==> src/rtl/motor_cmd_pkg.sv <==
// motor_cmd_pkg: shared TX state type, framing constants and one-hot to command-code encoder
package motor_cmd_pkg;
  typedef enum logic [2:0] {IDLE, START, DATA, PARITY, STOP} tx_state_t;
  localparam int DATA_BITS = 8;
  localparam int PKT_BYTES = 2;
  function automatic logic [7:0] onehot_to_code(input logic [15:0] state, input logic [7:0] base, input logic [7:0] stop);
    logic [7:0] code;
    int n;
    code = stop;
    n = 0;
    for (int i = 0; i < 16; i++)
      if (state[i]) begin
        n++;
        code = base + 8'(i);
      end
    return n == 1 ? code : stop;
  endfunction
endpackage

==> src/rtl/motor_cmd_uart_tx_if.sv <==
// motor_cmd_uart_tx_if: motor command in; UART line, busy, fifo_count and overflow out
interface motor_cmd_uart_tx_if #(
  parameter int STATE_W = 5,
  parameter int FIFO_DEPTH = 4
);
  logic [STATE_W-1:0] motor_state;
  logic uart_out;
  logic busy;
  logic overflow;
  logic [$clog2(FIFO_DEPTH):0] fifo_count;
  modport master (output motor_state, input uart_out, busy, fifo_count, overflow);
  modport slave (input motor_state, output uart_out, busy, fifo_count, overflow);
endinterface

==> src/rtl/uart_byte_tx.sv <==
// uart_byte_tx: serialises one byte per valid/ready handshake as start, 8 data LSB first, [parity], stop bits
// Ports: clk, rst; data/valid in, ready out (high in IDLE and on the last stop cycle so bytes chain gap-free);
// tx line out (idles high); busy out (not IDLE). Optional even parity bit with MOTOR_CMD_PARITY_EN.
module uart_byte_tx import motor_cmd_pkg::*; #(
  parameter int CLKS_PER_BIT = 434,
  parameter int STOP_BITS = 1
) (
  input  logic       clk,
  input  logic       rst,
  input  logic [7:0] data,
  input  logic       valid,
  output logic       ready,
  output logic       tx,
  output logic       busy
);
  localparam int CW = $clog2(STOP_BITS * CLKS_PER_BIT);
  tx_state_t state, state_n;
  logic [CW-1:0] cnt;
  logic [2:0] idx;
  logic [7:0] sh;
  logic bit_end, stop_end;
  assign bit_end = cnt == CW'(CLKS_PER_BIT - 1);
  assign stop_end = cnt == CW'(STOP_BITS * CLKS_PER_BIT - 1);
  assign ready = state == IDLE || (state == STOP && stop_end);
  assign busy = state != IDLE;
`ifdef MOTOR_CMD_PARITY_EN
  logic par;
  assign tx = state == START ? 1'b0 : state == DATA ? sh[0] : state == PARITY ? par : 1'b1;
  always_ff @(posedge clk)
    if (rst) par <= 1'b0;
    else if (ready && valid) par <= ^data;
`else
  assign tx = state == START ? 1'b0 : state == DATA ? sh[0] : 1'b1;
`endif
  always_comb begin
    state_n = state;
    case (state)
      IDLE:    state_n = valid ? START : IDLE;
      START:   state_n = bit_end ? DATA : START;
`ifdef MOTOR_CMD_PARITY_EN
      DATA:    state_n = bit_end && idx == 3'(DATA_BITS - 1) ? PARITY : DATA;
      PARITY:  state_n = bit_end ? STOP : PARITY;
`else
      DATA:    state_n = bit_end && idx == 3'(DATA_BITS - 1) ? STOP : DATA;
`endif
      STOP:    state_n = stop_end ? (valid ? START : IDLE) : STOP;
      default: state_n = IDLE;
    endcase
  end
  always_ff @(posedge clk)
    if (rst) begin
      state <= IDLE;
      cnt <= '0;
      idx <= '0;
      sh <= '0;
    end else begin
      state <= state_n;
      cnt <= (state == IDLE || (state == STOP ? stop_end : bit_end)) ? '0 : cnt + 1'b1;
      idx <= ready ? '0 : (state == DATA && bit_end) ? idx + 1'b1 : idx;
      sh <= (ready && valid) ? data : (state == DATA && bit_end) ? sh >> 1 : sh;
    end
endmodule

==> src/rtl/motor_cmd_uart_tx.sv <==
// motor_cmd_uart_tx: encodes a one-hot motor command into header+code UART packets via a small FIFO
// Ports: CLOCK_50, reset (sync, active high); bus.motor_state in; bus.uart_out, bus.busy,
// bus.fifo_count, bus.overflow (sticky) out. Define MOTOR_CMD_PARITY_EN for an even parity bit per byte.
module motor_cmd_uart_tx import motor_cmd_pkg::*; #(
  parameter int         STATE_W      = 5,
  parameter int         CLKS_PER_BIT = 434,
  parameter int         STOP_BITS    = 1,
  parameter logic [7:0] HDR_BYTE     = 8'hA5,
  parameter logic [7:0] CMD_BASE     = 8'h30,
  parameter logic [7:0] STOP_CODE    = 8'h00,
  parameter int         FIFO_DEPTH   = 4,
  parameter int         REFRESH_CYC  = 0
) (
  input logic CLOCK_50,
  input logic reset,
  motor_cmd_uart_tx_if.slave bus
);
  localparam int AW = $clog2(FIFO_DEPTH);
  localparam int RW = REFRESH_CYC > 1 ? $clog2(REFRESH_CYC) : 1;
  localparam int BW = $clog2(PKT_BYTES);
  logic [STATE_W-1:0] s1;
  logic [7:0] code, last_code, push_data, code_q, tx_data;
  logic [7:0] mem [FIFO_DEPTH];
  logic [AW-1:0] wp, rp;
  logic [AW:0] count;
  logic [RW-1:0] rcnt;
  logic [BW-1:0] byte_idx;
  logic change, refresh, push, full, pop, wr, tx_valid, tx_ready, tx_busy, overflow;
  assign code = onehot_to_code(16'(s1), CMD_BASE, STOP_CODE);
  assign change = code != last_code;
  assign refresh = REFRESH_CYC > 0 && rcnt == RW'(REFRESH_CYC - 1);
  // a change wins over a coincident refresh, so only the new code is queued
  assign push = change || refresh;
  assign push_data = change ? code : last_code;
  assign full = count == (AW + 1)'(FIFO_DEPTH);
  assign tx_valid = byte_idx != '0 || count != '0;
  assign pop = tx_ready && tx_valid && byte_idx == '0;
  assign wr = push && (!full || pop);
  assign tx_data = byte_idx == '0 ? HDR_BYTE : code_q;
  assign bus.busy = tx_busy || count != '0;
  assign bus.fifo_count = count;
  assign bus.overflow = overflow;
  always_ff @(posedge CLOCK_50)
    if (reset) begin
      s1 <= '0;
      last_code <= STOP_CODE;
      code_q <= '0;
      wp <= '0;
      rp <= '0;
      count <= '0;
      rcnt <= '0;
      byte_idx <= '0;
      overflow <= 1'b0;
    end else begin
      s1 <= bus.motor_state;
      if (change) last_code <= code;
      rcnt <= push ? '0 : rcnt + 1'b1;
      if (wr) begin
        mem[wp] <= push_data;
        wp <= wp + 1'b1;
      end
      if (pop) begin
        code_q <= mem[rp];
        rp <= rp + 1'b1;
      end
      count <= count + (AW + 1)'(wr) - (AW + 1)'(pop);
      if (push && !wr) overflow <= 1'b1;
      if (tx_ready && tx_valid) byte_idx <= byte_idx == BW'(PKT_BYTES - 1) ? '0 : byte_idx + 1'b1;
    end
  uart_byte_tx #(.CLKS_PER_BIT(CLKS_PER_BIT), .STOP_BITS(STOP_BITS)) u_tx (
    .clk(CLOCK_50),
    .rst(reset),
    .data(tx_data),
    .valid(tx_valid),
    .ready(tx_ready),
    .tx(bus.uart_out),
    .busy(tx_busy)
  );
endmodule
==> src/flat_wrapper.sv <==
// flat-port wrapper written by rule: the top's interface ports become plain ports
module motor_cmd_uart_tx_flat import motor_cmd_pkg::*;
#(
  parameter int         STATE_W      = 5,
  parameter int         CLKS_PER_BIT = 434,
  parameter int         STOP_BITS    = 1,
  parameter logic [7:0] HDR_BYTE     = 8'hA5,
  parameter logic [7:0] CMD_BASE     = 8'h30,
  parameter logic [7:0] STOP_CODE    = 8'h00,
  parameter int         FIFO_DEPTH   = 4,
  parameter int         REFRESH_CYC  = 0
)
  (CLOCK_50, reset, bus_motor_state, bus_uart_out, bus_busy, bus_fifo_count, bus_overflow);
  motor_cmd_uart_tx_if #(.STATE_W(STATE_W), .FIFO_DEPTH(FIFO_DEPTH)) bus_i ();
  input logic CLOCK_50;
  input logic reset;
  input wire logic [$bits(bus_i.motor_state)-1:0] bus_motor_state;
  output wire logic [$bits(bus_i.uart_out)-1:0] bus_uart_out;
  output wire logic [$bits(bus_i.busy)-1:0] bus_busy;
  output wire logic [$bits(bus_i.fifo_count)-1:0] bus_fifo_count;
  output wire logic [$bits(bus_i.overflow)-1:0] bus_overflow;
  assign bus_i.motor_state = bus_motor_state;
  assign bus_uart_out = bus_i.uart_out;
  assign bus_busy = bus_i.busy;
  assign bus_fifo_count = bus_i.fifo_count;
  assign bus_overflow = bus_i.overflow;
  motor_cmd_uart_tx #(.STATE_W(STATE_W), .CLKS_PER_BIT(CLKS_PER_BIT), .STOP_BITS(STOP_BITS), .HDR_BYTE(HDR_BYTE), .CMD_BASE(CMD_BASE), .STOP_CODE(STOP_CODE), .FIFO_DEPTH(FIFO_DEPTH), .REFRESH_CYC(REFRESH_CYC)) u_core (.CLOCK_50(CLOCK_50), .reset(reset), .bus(bus_i));
endmodule
==> config.mk <==
export PLATFORM = sky130hd
export DESIGN_NAME = motor_cmd_uart_tx_flat
export DESIGN_NICKNAME = d
export VERILOG_FILES = /design/src/rtl/motor_cmd_pkg.sv /design/src/rtl/motor_cmd_uart_tx_if.sv /design/src/rtl/uart_byte_tx.sv /design/src/rtl/motor_cmd_uart_tx.sv /design/src/flat_wrapper.sv
export SDC_FILE = /design/constraint.sdc
export NUM_CORES = 1
export LEC_CHECK = 0
export CAP_MARGIN = 10
export CORE_MARGIN = 2
export CORE_UTILIZATION = 60
export DETAILED_ROUTE_END_ITERATION = 8
export HOLD_SLACK_MARGIN = 0.12
export PLACE_DENSITY_LB_ADDON = 0.05
export SYNTH_ARGS = -nofsm -noshare
export SYNTH_HDL_FRONTEND = slang
export SYNTH_SLANG_ARGS = --single-unit
==> constraint.sdc <==
create_clock -name CLOCK_50 -period 4.9 [get_ports CLOCK_50]
set_input_delay 0.735 -clock CLOCK_50 [delete_from_list [all_inputs] [get_ports CLOCK_50]]
set_output_delay 0.735 -clock CLOCK_50 [all_outputs]
set_load 0.02 [all_outputs]
# [Word-level counts from Yosys, hierarchy flattened]
# Memory sizes are Yosys's and may differ from the RTL's. A register that Yosys moved wholly into a read port is not among the register bits.
# Cells that the tools add are included.
[op_classes] div=0 mux=26 n_eq_ne=8 n_mul=0 bitwise_logic=1 n_shift=0 reduce_logical=20 n_lt_le_gt_ge=0 add_sub_neg=11
[ops] cell="$mux W32" n=4
[ops] cell="$add A32 B2 Y32 const B" n=3
[ops] cell="$mux W8" n=9
[ops] cell="$eq A32 B2 Y1 const B" n=1
[ops] cell="$pmux W3 S4" n=1
[ops] cell="$add A9 B1 Y9 const B" n=1
[ops] cell="$eq A3 B3 Y1 const B" n=3
[ops] cell="$eq A9 B9 Y1 const B" n=1
[ops] cell="$mux W1" n=8
[ops] cell="$ne A8 B8 Y1" n=1
[ops] cell="$logic_and A1 B1 Y1" n=7
[ops] cell="$mux W3" n=2
[ops] cell="$mux W6" n=1
[ops] cell="$reduce_bool A3 Y1" n=2
[ops] cell="$logic_or A1 B1 Y1" n=5
[ops] cell="$add A2 B1 Y2 const B" n=2
[ops] cell="$reduce_or A2 Y1" n=2
[ops] cell="$add A3 B1 Y3" n=1
[ops] cell="$add A3 B1 Y3 const B" n=1
[ops] cell="$eq A3 B1 Y1 const B" n=1
[ops] cell="$eq A3 B2 Y1 const B" n=1
[ops] cell="$logic_not A3 Y1" n=1
[ops] cell="$sub A3 B1 Y3" n=1
[ops] cell="$add A1 B1 Y2 const B" n=1
[ops] cell="5 further kinds" n=6
[word_totals] romBits=0 output_inout_bits=6 memories=1 regBits=45 latch_bits=0 mem_bits_rw=32
[memory_table] memory="u_core.mem" words=4 width=8 read_ports=1 rd_ports_with_merged_regs=1 wr=1 line_no="motor_cmd_uart_tx.sv:23" source="logic [7:0] mem [FIFO_DEPTH];"

# [Longest topological paths before layout]
# Gate-level depths: netlist of run 1.
[depth] depth_word=16 ltp_mapped=17 depth_no_buf=17

# [By module]
# A second synthesis of run 1 with hierarchy kept.
[hier_totals] cells_unflattened=340 area_unflattened_um2=3821.2
[modules_own_cells] mod="motor_cmd_uart_tx" cells_per_inst=223 area_per_inst_um2=2710.1 n_inst=1
[modules_own_cells] mod="uart_byte_tx" cells_per_inst=117 area_per_inst_um2=1111.1 n_inst=1

# [Worst setup path after synthesis of run 1]
# No wires, ideal clock.
[synth_path] path_kind="reg-to-reg" from="register u_core.s1[1]" to="memory u_core.mem[0][0], enable pin" arrival_time_ns=3.595 slack_ns=0.907 t_required_ns=4.502 stages_incl_launch_ff=13 cell_sequence="dfxtp_1 -> inv_1 -> ha_1 -> xor2_2 -> ha_1 -> mux2_2 -> ha_1 -> xnor3_1 -> nand3_1 -> inv_2 -> o21a_1 -> o22a_1 -> nor4b_1"
[synth_via] elab_chain_cells=14
[synth_rtl] element="start: declaration" line_no="motor_cmd_uart_tx.sv:21" source="logic [STATE_W-1:0] s1;"
[synth_rtl] element="start signal: assignment" line_no="motor_cmd_uart_tx.sv:55" source="s1 <= bus.motor_state;"
[synth_rtl] element="$mux W32" line_no="motor_cmd_pkg.sv:12" source="if (state[i]) begin"
[synth_rtl] element="$add A32 B2 Y32" line_no="motor_cmd_pkg.sv:13" source="n++;"
[synth_rtl] element="$mux W32" line_no="motor_cmd_pkg.sv:12"
[synth_rtl] element="$add A32 B2 Y32" line_no="motor_cmd_pkg.sv:13"
[synth_rtl] element="$mux W32" line_no="motor_cmd_pkg.sv:12"
[synth_rtl] element="$add A32 B2 Y32" line_no="motor_cmd_pkg.sv:13"
[synth_rtl] element="$mux W32" line_no="motor_cmd_pkg.sv:12"
[synth_rtl] element="$eq A32 B2 Y1" line_no="motor_cmd_pkg.sv:16" source="return n == 1 ? code : stop;"
[synth_rtl] element="$mux W8 (*)" line_no="motor_cmd_pkg.sv:16"
[synth_rtl] element="$ne A8 B8 Y1 (*)" line_no="motor_cmd_uart_tx.sv:30" source="assign change = code != last_code;"
[synth_rtl] element="$logic_and A1 B1 Y1 (*)" line_no="motor_cmd_uart_tx.sv:38" source="assign wr = push && (!full || pop);"
[synth_rtl] element="$mux W1 (*)" line_no="motor_cmd_uart_tx.sv:58" source="if (wr) begin"
[synth_rtl] element="$mux W1 (*)" line_no="motor_cmd_uart_tx.sv:44" source="if (reset) begin"
[synth_rtl] element="$mux W1 (implied by the code) (*)" line_no="motor_cmd_uart_tx.sv:59" source="mem[wp] <= push_data;"
[synth_rtl] element="end: declaration" line_no="motor_cmd_uart_tx.sv:23"
# Mark *: on every way between the ends. The rest lies on a longest branch, timed or not.

# [Final worst setup path of run 1]
[layout_path] from="register u_core.s1[1]" to="register u_core.count[2], in the netlist u_core.bus.fifo_count[2]"
[layout_via] elab_chain_cells=13
[layout_rtl] element="$mux W32" line_no="motor_cmd_pkg.sv:12"
[layout_rtl] element="$add A32 B2 Y32" line_no="motor_cmd_pkg.sv:13"
[layout_rtl] element="$mux W32" line_no="motor_cmd_pkg.sv:12"
[layout_rtl] element="$add A32 B2 Y32" line_no="motor_cmd_pkg.sv:13"
[layout_rtl] element="$mux W32" line_no="motor_cmd_pkg.sv:12"
[layout_rtl] element="$add A32 B2 Y32" line_no="motor_cmd_pkg.sv:13"
[layout_rtl] element="$mux W32" line_no="motor_cmd_pkg.sv:12"
[layout_rtl] element="$eq A32 B2 Y1" line_no="motor_cmd_pkg.sv:16"
[layout_rtl] element="$mux W8 (*)" line_no="motor_cmd_pkg.sv:16"
[layout_rtl] element="$ne A8 B8 Y1 (*)" line_no="motor_cmd_uart_tx.sv:30"
[layout_rtl] element="$logic_and A1 B1 Y1 (*)" line_no="motor_cmd_uart_tx.sv:38"
[layout_rtl] element="$add A3 B1 Y3 (*)" line_no="motor_cmd_uart_tx.sv:66" source="count <= count + (AW + 1)'(wr) - (AW + 1)'(pop);"
[layout_rtl] element="$sub A3 B1 Y3 (*)" line_no="motor_cmd_uart_tx.sv:66"
[layout_rtl] element="end signal: assignment" line_no="motor_cmd_uart_tx.sv:66"
[layout_rtl] element="end: declaration" line_no="motor_cmd_uart_tx.sv:25" source="logic [AW:0] count;"
# Marked as above.
# A chain may end at the register's enable or synchronous reset.

==> impl_results.md, run 1 <==
* Mapped Area at 3850 um^2
* CP required at 5.11 ns
* Postcts setup bufs at 0
* Initial core utilization at 61.3%
* Worst-path fanout max at 7
* PortBufs at 12
* Initial DRC Count at 104
* Final Util at between 60% and 70%
* Routed length per instance at between 15 and 20 um
* DIE WIDTH at 84.1 um
* GPL Wtd Cong at 0.894
* Slew Limit Headroom at between 30% and 40%
* Pint at 1.41 mW
* H-tree depth at 3
* Post-route ant nets at 0
* Fin cells at 451
* Most common cell after layout, fill and taps aside: dfxtp_1
* Avg Vias per Cell at 5.54
* Clk sinks at 85
* #FFs+latches synth at 85
* TritonCTS clock tree: built
* First-pass DRT Iterations at 4
* Clock latency on the worst-skew pair at 0.35 ns
* Max IR drop VDD at 279 uV
* Post-DP HPWL at around 4.8 mm
* Pwr Density at 502 nW/um^2
* Vias in the first global route at 2364
* RSZ-0062 raised after global routing: no
* Most frequent cell on the critical path: ha_1
* Worst Max-Slew Pin Slew at 0.907 ns
* Post-synth top area share at 27.6%
* Nets at 392
* Fmax at 0.249 GHz
* Filler cells at 481
* Crit-path cells: inv_1, ha_1, xor2_2, ha_1, mux2_2, ha_1, xnor3_1, nand3_1, inv_2, nor3_1, o22a_1, nor2_1, ha_1, fa_1, xnor2_1, nor2_1
* Initial antenna violation count at 0
* Main synth FF type: dfxtp_1
* Die Y-Extent at 84.1 um
* CTS root buf: clkbuf_8
* Share of power burned in registers at 46.3%
* Setup-failing EPs final at 0
* Share of layout cells above drive strength 1 at roughly an eighth
* Rows at 29
* Clock power share at 21.3%
* Cell variety after synth at 58
* Final hold vios at 0
* Antenna cells at 0
* Crit end category: flop
* Highest-count cells in the layout ignoring fill and taps: dfxtp_1, nor2_1, edfxtp_1
* Area grow syn2layout at 10.4%
* Clock skew at 0.00801 ns
* Synth area leaders: dfxtp_1, edfxtp_1, ha_1
* TritonCTS Buffers at 9
* Register area share after synthesis at 52.6%
* GRT Total Usage at between 20% and 30%
* Core area at 6280 um^2
* Final wirelength at 6.80 mm
* Area leader, netlist: dfxtp_1
* Critical Path Slowest Stage Cell: fa_1
* FFs w/ async S/R, synth at 0%
* Boundary Pins at 13
* EDFF count, synth at 32
* Slowest stage delay, CP at 0.37 ns
* Switching fraction of total power at 34.0%
* Status: finished clean
* Gate power share at about a third
* Leak at 1.59 nW
* Worst Setup Start Kind: flop
* Cts hold-fix bufs at 0
* Period utilization at 82.0%
* Grt total ovfl at 0
* Crit path time final at 4.02 ns
* CP arrival at 4.23 ns
* Clock Path Buffers at 2
* Post-CTS Resized at 0
* Hold Path Class: reg2reg
* Routed vias at between 2000 and 3000
* Setup TNS at 0 ns
* Pin count of the biggest net entering global routing at 27
* Critical path class: reg2reg
* Placed insts at ~440
* Syn_area_per_cell at 11.2 um^2
* Post-Synthesis Cells at 343
* Switch Pwr at 0.725 mW
* DRC at 0
* Total die area at 7070 um^2
* Clock Pin Slew Worst Setup and Hold Paths at 0.09 ns
* Final Max Tran Viols at 0
* Max Cap Violations at 0
* First-pass GRT wire length at 11.3 mm
* YS warnings at 0
## power groups by stage
stage	clock (mW)	sequential, mW	combinational, mW
after global routing	0.493	1.01	0.775
after global placement	0	1.00	0.678
final	0.455	0.989	0.690
after floorplan	0	0.972	0.568
after CTS	0.469	0.991	0.697
after detailed placement	0	1.01	0.691
## logic make-up after synthesis
family,after synthesis,share of synthesized area [%]
XOR/XNOR,17,4.42
buffers and inverters,31,3.67
other,1,0.0975
flip-flops,85,52.6
AND/OR/NAND/NOR,128,17.4
AO/OA/AOI/OAI,47,9.17
multiplexers,18,7.32
adder cells (fa/ha/maj),16,5.40
## registers in the layout (all words and copies together) (netlist names), 2 cells and up
signal and cells:
u_core.mem 32, u_core.u_tx.cnt 9, u_core.code_q 8, u_core.last_code 8, u_core.u_tx.sh 8, u_core.s1 5
u_core.bus.fifo_count 3, u_core.u_tx.idx 3, u_core.u_tx.state 3, u_core.rp 2, u_core.wp 2
## worst paths after layout
path / start / cells after the start / to / slack, ns
worst max-delay path: u_core.s1[1]$_SDFF_PP0_ / 16 / u_core.bus.fifo_count[2]$_SDFF_PP0_ / 0.88
worst min-delay path: u_core.u_tx.sh[0]$_SDFFE_PP0P_ / 2 / u_core.u_tx.sh[0]$_SDFFE_PP0P_ / 0.46
worst max register to register: u_core.s1[1]$_SDFF_PP0_ / 16 / u_core.bus.fifo_count[2]$_SDFF_PP0_ / 0.88
worst min register to register: u_core.u_tx.sh[0]$_SDFFE_PP0P_ / 2 / u_core.u_tx.sh[0]$_SDFFE_PP0P_ / 0.46
## worst max-delay path, delay by kind of cell (launching register included)
family / cells / cell delay (ns)
buf+inv: 2 / 0.17
compound gates: 1 / 0.28
fa+ha+maj: 5 / 1.49
xor+xnor: 3 / 0.72
mux: 1 / 0.28
simple gates: 4 / 0.58
flops: 1 / 0.36
## metrics by stage
| stage | hold WS, ns | worst slack [ns] | power, mW | cell area (um^2) |
|---|---|---|---|---|
| CTS | 0.466 | 0.878 | 2.16 | 4250 |
| floorplan | 0.437 | 0.907 | 1.54 | 3900 |
| global placement | 0.447 | 1.02 | 1.68 | 4070 |
| global route | 0.494 | 0.529 | 2.28 | 4250 |
| finish | 0.461 | 0.884 | 2.13 | 4250 |
| detailed placement | 0.452 | 0.913 | 1.70 | 4070 |
## cell usage after synthesis (4+ instances only)
library cell / count
xnor2_1: 9
a31oi_1: 4
mux2i_1: 9
mux4_2: 8
clkbuf_1: 9
nor4b_1: 5
nand3_1: 8
xor2_1: 6
nor3_1: 14
nor2b_1: 12
nand2_1: 14
a2bb2oi_1: 4
edfxtp_1: 32
a21oi_1: 9
ha_1: 15
o21ai_0: 6
dfxtp_1: 53
inv_1: 14
nor2_1: 46
## routing by layer
| metal | track usage [%] | vias to the layer above | part of all wire, % |
|---|---|---|---|
| met5 | 0 | - | 0 |
| met4 | 6.74 | 0 | 1.2 |
| met3 | 4.55 | 8 | 2.6 |
| met2 | 34.5 | 31 | 51 |
| met1 | 26.1 | 1198 | 46 |
| li1 | - | 1263 | - |
## area by class of cell
cell class | instances | area [um^2] | share of cell area [%]
flip-flops and latches | 85 | 2020 | 47.6
multi-input cells | 241 | 1740 | 40.9
repair buffers | 17 | 158 | 3.71
clock buffers | 9 | 124 | 2.92
well taps | 77 | 96.3 | 2.27
inverters | 15 | 56.3 | 1.33
clock inverters | 7 | 55.1 | 1.30
(Power assumes the default switching activity.)
==> inputs of run 2 (changes only) <==
- clock period: 4.9 -> 3.9 ns (I/O delays scaled with it)
==> run 2 against run 1 <==
Effect of this change:
- worst hold slack improved by 0.0088 ns
- first-iteration DRC count increased by 21%
- cell count increased by 0.89%
- sequential power grew 25%
- cell area up 2.5%
- die area unchanged
- critical endpoint unchanged
- non-clock buffer count up 4
==> impl_results.md, run 2 (synthesized netlist as in run 1, its figures left out) <==
* DRC at 0
* TritonCTS Buffers at 9
* Filler cells at around 480
* Clock Path Buffers at 2
* Final Max Tran Viols at 0
* Pwr Density at 649 nW/um^2
* Status: finished clean
* R2R depth at 16
* Rows at 29
* Critical path class: reg2reg
* Final wirelength at 7.00 mm
* Worst Setup Start Kind: flop
* GRT Total Usage at 21.8%
* Top flop regs: u_core.mem: 32 flops, u_core.u_tx.cnt: 9 flops
* First-pass GRT wire length at 12.0 mm
* First-pass DRT Iterations at 4
* CP arrival at between 3 and 4 ns
* Core area at 6280 um^2
* Leak at 1.63 nW
* RSZ-0062 raised after global routing: no
* Setup-failing EPs final at 0
* Placed cell areas at 4090 um^2
* Max Cap Violations at 0
* Vias in the first global route at roughly 2500
* Worst-path fanout max at 5
* Hold depth at 2
* Top reg by flops: u_core.mem
* Final hold vios at 0
* PortBufs at 12
* GPL Wtd Cong at 0.890
* Initial core utilization at 61.3%
* Share of layout cells above drive strength 1 at 13.5%
* Antenna cells at 0
* Pin count of the biggest net entering global routing at 25
* Crit end category: flop
* Final instance area at approximately 4400 um^2
* Crit path time final at about 3.7 ns
* Initial antenna violation count at 0
* Total die area at 7070 um^2
* Nets at 396
* Slew Limit Headroom at a little over a third
* Highest-count cells in the layout ignoring fill and taps: dfxtp_1, nor2_1, edfxtp_1
* Routed vias at approximately 2600
* Clock skew at 0.0110 ns
* Most common cell after layout, fill and taps aside: dfxtp_1
* Period utilization at 94.3%
* Max IR drop VDD at 482 uV
* Cts hold-fix bufs at 0
* Clock latency on the worst-skew pair at approximately 0.35 ns
* DIE WIDTH at 84.1 um
* Avg Vias per Cell at 5.64
* Boundary Pins at 13
* Fmax at 0.272 GHz
* H-tree depth at 3
* Hold Path Class: reg2reg
* Area grow syn2layout at 13.2%
* Routed length per instance at ~15 um
* Max reg flops at 32
* Post-route ant nets at 0
* Clock Pin Slew Worst Setup and Hold Paths at 0.09 ns
* Grt total ovfl at 0
* Die Y-Extent at about 84 um
* Fin cells at 455
* CP required at just over 4 ns
* Setup TNS at 0 ns
* Worst Max-Slew Pin Slew at 0.957 ns
* CTS root buf: clkbuf_8
* Initial DRC Count at 126
* Post-DP HPWL at about 5 mm
* Placed insts at approximately 440
* TritonCTS clock tree: built
* Clk sinks at 85
## run 2: layout make-up
| cell class | count | area (um^2) | share of cell area [%] |
|---|---|---|---|
| Clock buffer | 9 | 124 | 2.84 |
| Tap cell | 77 | 96.3 | 2.21 |
| Timing Repair Buffer | 21 | 188 | 4.31 |
| Multi-Input combinational cell | 241 | 1770 | 40.5 |
| Inverter | 15 | 56.3 | 1.29 |
| Clock inverter | 7 | 103 | 2.36 |
| Sequential cell | 85 | 2020 | 46.4 |
## run 2: power by group
| part | internal [mW] | total, mW | switching (mW) |
|---|---|---|---|
| Combinational | 0.429 | 0.884 | 0.455 |
| Sequential | 1.11 | 1.24 | 0.130 |
| Clock | 0.370 | 0.699 | 0.329 |
| Total | 1.91 | 2.83 | 0.914 |
## run 2: layer usage
layer,global-route usage (%),vias to the layer above,wire length (um)
li1,-,1276,-
met4,6.45,0,104
met1,27.2,1217,3040
met3,7.42,11,364
met2,35.9,63,3490
met5,0,-,0
## run 2: path summary, 6_finish.rpt
| check | start | to | slack [ns] |
|---|---|---|---|
| worst max register to register | u_core.s1[1]$_SDFF_PP0_ | u_core.bus.fifo_count[2]$_SDFF_PP0_ | 0.22 |
| worst min-delay path | u_core.u_tx.sh[5]$_SDFFE_PP0P_ | u_core.u_tx.sh[5]$_SDFFE_PP0P_ | 0.47 |
| worst max-delay path | u_core.s1[1]$_SDFF_PP0_ | u_core.bus.fifo_count[2]$_SDFF_PP0_ | 0.22 |
| worst min register to register | u_core.u_tx.sh[5]$_SDFFE_PP0P_ | u_core.u_tx.sh[5]$_SDFFE_PP0P_ | 0.47 |
## run 2: through the flow
| step | util, % | worst slack [ns] | hold slack [ns] | power [mW] |
|---|---|---|---|---|
| after detailed placement | 65.2 | 0.0342 | 0.454 | 2.14 |
| final | 69.4 | 0.224 | 0.470 | 2.83 |
| after CTS | 68.9 | 0.0632 | 0.465 | 2.84 |
| after global placement | 65.2 | 0.136 | 0.451 | 2.12 |
| after global routing | 69.4 | 0.0388 | 0.505 | 3.01 |
| after floorplan | - | -0.0929 | 0.437 | 1.93 |
## run 2: critical path, stage by stage (launching register included)
cell,delay (ns)
dfxtp_1,0.35
inv_1,0.10
ha_4,0.25
xor2_2,0.19
ha_1,0.33
mux2_2,0.27
ha_1,0.18
xnor3_1,0.38
nand3_2,0.11
inv_2,0.13
o21a_1,0.19
o22a_1,0.17
nor2_1,0.05
ha_1,0.25
fa_1,0.37
xnor2_1,0.16
nor2_1,0.05
## run 2: timing repair
item                       CTS  global route
setup buffers                0             1
gates resized for setup      1             4
setup endpoints to repair    2            28
cloned                       0             0
